==> src/rtl/onets_dma_s2mm_arb.sv <==
// Packet-granular round-robin arbiter feeding the DMA S2MM stream from two port RX paths.
// Optional max-packet-length watchdog is compiled in with `define ONETS_ARB_WATCHDOG_EN.
module onets_dma_s2mm_arb #(
  parameter int DATA_W    = 32,
  parameter int MAX_BEATS = 512,
  parameter int CNT_W     = 16
) (
  input  logic              clk,
  input  logic              reset_n,
  input  logic [DATA_W-1:0] s0_tdata,
  input  logic              s0_tvalid,
  input  logic              s0_tlast,
  output logic              s0_tready,
  input  logic [DATA_W-1:0] s1_tdata,
  input  logic              s1_tvalid,
  input  logic              s1_tlast,
  output logic              s1_tready,
  output logic [DATA_W-1:0] m_tdata,
  output logic              m_tvalid,
  output logic              m_tlast,
  output logic              m_tuser,
  input  logic              m_tready,
  output logic [CNT_W-1:0]  pkt_cnt0,
  output logic [CNT_W-1:0]  pkt_cnt1,
  output logic [CNT_W-1:0]  trunc_cnt,
  output logic              busy
);

  localparam int BEAT_W = $clog2(MAX_BEATS + 1);

`ifdef ONETS_ARB_WATCHDOG_EN
  typedef enum logic [2:0] {IDLE, GRANT0, GRANT1, DRAIN0, DRAIN1} state_t;
`else
  typedef enum logic [2:0] {IDLE, GRANT0, GRANT1} state_t;
`endif

  state_t              state_q, state_d;
  logic                last_grant_q, last_grant_d;
  logic                tuser_q, tuser_d;
  logic [BEAT_W-1:0]   beat_q, beat_d;
  logic [CNT_W-1:0]    cnt0_q, cnt0_d;
  logic [CNT_W-1:0]    cnt1_q, cnt1_d;

  logic                pick;
  logic                src_v, src_l, src_rdy, beat;
  logic [DATA_W-1:0]   src_d;

  // Beat counter saturates so an unbounded packet never wraps it.
  function automatic logic [BEAT_W-1:0] sat_inc(input logic [BEAT_W-1:0] v);
    if (v == BEAT_W'(MAX_BEATS)) return v;
    return v + 1'b1;
  endfunction

`ifdef ONETS_ARB_WATCHDOG_EN
  logic [CNT_W-1:0] trunc_q, trunc_d;
  logic             trunc_hit;
  assign trunc_cnt = trunc_q;
`else
  assign trunc_cnt = '0;
`endif

  // During GRANT/DRAIN the active source is always the registered tuser.
  assign src_v = tuser_q ? s1_tvalid : s0_tvalid;
  assign src_l = tuser_q ? s1_tlast  : s0_tlast;
  assign src_d = tuser_q ? s1_tdata  : s0_tdata;

  assign s0_tready = src_rdy & ~tuser_q;
  assign s1_tready = src_rdy &  tuser_q;
  assign m_tdata   = src_d;
  assign m_tuser   = tuser_q;
  assign pkt_cnt0  = cnt0_q;
  assign pkt_cnt1  = cnt1_q;
  assign busy      = (state_q != IDLE);

  always_ff @(posedge clk or negedge reset_n) begin
    if (!reset_n) begin
      state_q      <= IDLE;
      last_grant_q <= 1'b1;
      tuser_q      <= 1'b0;
      beat_q       <= '0;
      cnt0_q       <= '0;
      cnt1_q       <= '0;
`ifdef ONETS_ARB_WATCHDOG_EN
      trunc_q      <= '0;
`endif
    end else begin
      state_q      <= state_d;
      last_grant_q <= last_grant_d;
      tuser_q      <= tuser_d;
      beat_q       <= beat_d;
      cnt0_q       <= cnt0_d;
      cnt1_q       <= cnt1_d;
`ifdef ONETS_ARB_WATCHDOG_EN
      trunc_q      <= trunc_d;
`endif
    end
  end

  always_comb begin
    state_d      = state_q;
    last_grant_d = last_grant_q;
    tuser_d      = tuser_q;
    beat_d       = beat_q;
    cnt0_d       = cnt0_q;
    cnt1_d       = cnt1_q;
    pick         = 1'b0;
    src_rdy      = 1'b0;
    beat         = 1'b0;
    m_tvalid     = 1'b0;
    m_tlast      = 1'b0;
`ifdef ONETS_ARB_WATCHDOG_EN
    trunc_d      = trunc_q;
    trunc_hit    = 1'b0;
`endif

    case (state_q)
      IDLE: begin
        // On a tie the port that did not win last time goes next.
        pick = (s0_tvalid & s1_tvalid) ? ~last_grant_q : s1_tvalid;
        if (s0_tvalid | s1_tvalid) begin
          state_d      = pick ? GRANT1 : GRANT0;
          last_grant_d = pick;
          tuser_d      = pick;
          beat_d       = '0;
        end
      end

      GRANT0, GRANT1: begin
        m_tvalid = src_v;
        m_tlast  = src_l;
        src_rdy  = m_tready;
        beat     = src_v & m_tready;
        if (beat) begin
          beat_d = sat_inc(beat_q);
`ifdef ONETS_ARB_WATCHDOG_EN
          trunc_hit = ~src_l & (beat_q == BEAT_W'(MAX_BEATS - 1));
          if (trunc_hit) begin
            m_tlast = 1'b1;
            trunc_d = trunc_q + 1'b1;
            state_d = tuser_q ? DRAIN1 : DRAIN0;
          end
          if (src_l | trunc_hit) begin
`else
          if (src_l) begin
`endif
            if (tuser_q) cnt1_d = cnt1_q + 1'b1;
            else         cnt0_d = cnt0_q + 1'b1;
          end
          if (src_l) state_d = IDLE;
        end
      end

`ifdef ONETS_ARB_WATCHDOG_EN
      // Discard the rest of a truncated packet without involving the DMA.
      DRAIN0, DRAIN1: begin
        src_rdy = 1'b1;
        if (src_v & src_l) state_d = IDLE;
      end
`endif

      default: state_d = IDLE;
    endcase
  end

endmodule
==> config.mk <==
export PLATFORM = sky130hd
export DESIGN_NAME = onets_dma_s2mm_arb
export DESIGN_NICKNAME = d
export VERILOG_FILES = /design/src/rtl/onets_dma_s2mm_arb.sv
export SDC_FILE = /design/constraint.sdc
export NUM_CORES = 1
export LEC_CHECK = 0
export BUFFER_PORTS_ARGS = -buffer_cell sky130_fd_sc_hd__buf_2
export CORE_MARGIN = 2
export CORE_UTILIZATION = 40
export CTS_CLUSTER_DIAMETER = 40
export DETAILED_ROUTE_END_ITERATION = 12
export PLACE_DENSITY = 0.78
export SLEW_MARGIN = 20
export SYNTH_ARGS = -nofsm -noshare
export SYNTH_HDL_FRONTEND = slang
export SYNTH_SLANG_ARGS = --single-unit
==> constraint.sdc <==
create_clock -name clk -period 3.9 [get_ports clk]
set_input_delay 0.39 -clock clk [delete_from_list [all_inputs] [get_ports clk]]
set_output_delay 0.39 -clock clk [all_outputs]
set_load 0.02 [all_outputs]
==> run metrics <==
status completed; multi-input logic area 1230 um2; Slew Viols, Final 0; setup TNS 0 ns; Clock Skew 0.00693 ns; # rows 27; DR pass1 iterations 4; Synth Flop Type dfrtp_1; Async SR Flop Fraction 100%; leakage 1.69 nW; sequential fraction of the synthesis area 39.9%; commonest non-fill, non-tap cell in the layout buf_2; Final Hold Fails 0; Cell Area, Synth 2260 um2; clock slew seen by the registers of the worst setup and hold paths 0.08 ns; fin crit period 2.45 ns; WP data required 3.51 ns; Worst Setup Start Kind flip-flop; Seq cells post-synth 36; Cell variety after synth 38; cts bufs inserted 5; pin count of the biggest net entering global routing 37; post-synth top area share 38.7%; RePlAce Congestion 0.746; Via Count 2000; worst-skew pair later-pin latency 0.29 ns; DR DRC count 0; Chip Width 79.2 um; Die Y 79.2 um; DP Wirelength 4.52 mm; Crit path largest cell delay 0.85 ns; Routed WL per cell 13.4 um; Via density 4.75; Hold/Removal Path Class in -> async; Buf/Inv on CP 2; area leader, netlist dfrtp_1; Slew @ Worst Pin 0.798 ns; root buffer cell clkbuf_8; maximum clock rate 408 MHz; Area after DPL 2960 um2; CP endpoint kind output pin; Final Cycle Share 62.8%; Initial Utilization 41.4%; postcts setup bufs 0; ant diodes 0; WHS 0.193 ns; die area 6280 um2; RSZ-0062 raised after global routing false; Pwr Density 519 nW/um2; post_cts resized 0; DP Cell Count 413; hold_buf cts 0; I/O pin count 157; critical path class reg -> out; Post-synth EDFFs 0; Routed Antenna Nets 0; # port buffers 140; Clock Path Buffers 2; YS warnings 0; crit path cell chain buf_4 -> mux2_2 -> buf_2; CP delay by family, top flip-flops; synthesis-to-layout area growth 34.8%; maximum fanout along the worst path 21; post-route insts no fill 421; area of the core 5470 um2; initial antenna violation count 0; nets 422; maxcap violations 0; clock sink count 36; Cells after Synth 209; final worst slack 1.45 ns; DP Worst Slack 1.75 ns; Critical-path top delay cell dfrtp_1; final WL 5.66 mm; Detailed Route Iter0 Violations 75; dominant cells by area after synthesis dfrtp_1 39%, mux2_2 17%, xnor2_1 8.9%, buf_4 5.3%, nand4_1 2.8%; Worst Path Arrival 2.06 ns; share of layout cells above drive strength 1 53.9%; Avg Inst Size Synth 10.8 um2; grt ovf 0; post-route cell area 3050 um2; Peak VDD IR 0.000207 V; register-to-register setup slack 1.96 ns; max_slew headroom 46.8%; H-tree Lvls 2; final setup violation count 0; CTS tree built; fillers 506; leading cell types in the layout, fill and taps excluded 140 x buf_2, 35 x dfrtp_1, 34 x mux2_2, 23 x xnor2_1, 16 x conb_1; GRT Overall Usage 17.2%; Reg area 902 um2; vias in the first global route 1833; first-pass GRT wire length 8.55 mm
## synthesized netlist by cell type (all sizes together) (2+ instances only)
cell type and n:
buf 22, inv 8, nand3 10, nor2b 2, nor3 2, xnor2 23
nor2 5, nand4 11, ha 3, xor2 7, and3 6, nor4 2
and4 3, clkbuf 2, dfrtp 35, mux2 34, mux2i 2, a21oi 2
nand2b 2, and2 3, nand2 14
## area by class of cell
| class | instances | share of cell area [%] |
|---|---|---|
| inverters | 8 | 0.984 |
| repair buffers | 141 | 23.2 |
| flip-flops and latches | 36 | 29.6 |
| well taps | 72 | 2.95 |
| clock buffers | 8 | 2.95 |
| multi-input cells | 156 | 40.3 |
## flip-flops by register name (all words and copies together) (netlist names)
register and cells:
state_q 2, pkt_cnt0 16, m_tuser 1, pkt_cnt1 16, last_grant_q 1
## path summary, 6_finish.rpt
check | start | to | cells past startpoint
max | m_tuser | m_tdata[2] | 3
min | reset_n | pkt_cnt0[2] | 1
max reg2reg | m_tuser | pkt_cnt1[12] | 4
min reg2reg | pkt_cnt1[15] | pkt_cnt1[15] | 1
max in group asynchronous | reset_n | pkt_cnt1[15] | 1
min in group clk | s0_tvalid | last_grant_q | 2
## cells by family after synthesis
group	after synthesis	share of synthesized area [%]
other	1	0.166
multiplexers	36	17.8
XOR/XNOR	30	11.6
AND/OR/NAND/NOR	61	17.6
buffers and inverters	32	8.29
AO/OA/AOI/OAI	10	3.04
flip-flops	36	39.9
adder cells (fa/ha/maj)	3	1.66
## layer usage
layer  track usage, %  vias up  routed length (um)
met4             5.52        0                  63
met5                0        -                   0
met2             29.0       82                2830
met1             21.0      944                2310
met3             5.11        7                 463
li1                 -      967                   -
## power by group
group,switching (mW),internal [mW]
logic,0.459,0.348
clock network,0.131,0.144
registers,0.0791,0.422
## metrics by stage
stage | power (mW) | util (%)
4_1_cts | 1.60 | 55.7
3_3_place_gp | 1.30 | 54.1
2_1_floorplan | 1.09 | -
6_report | 1.58 | 55.7
5_1_grt | 1.68 | 55.7
3_5_place_dp | 1.32 | 54.1
No activity file was read; power rests on OpenSTA's default activity.
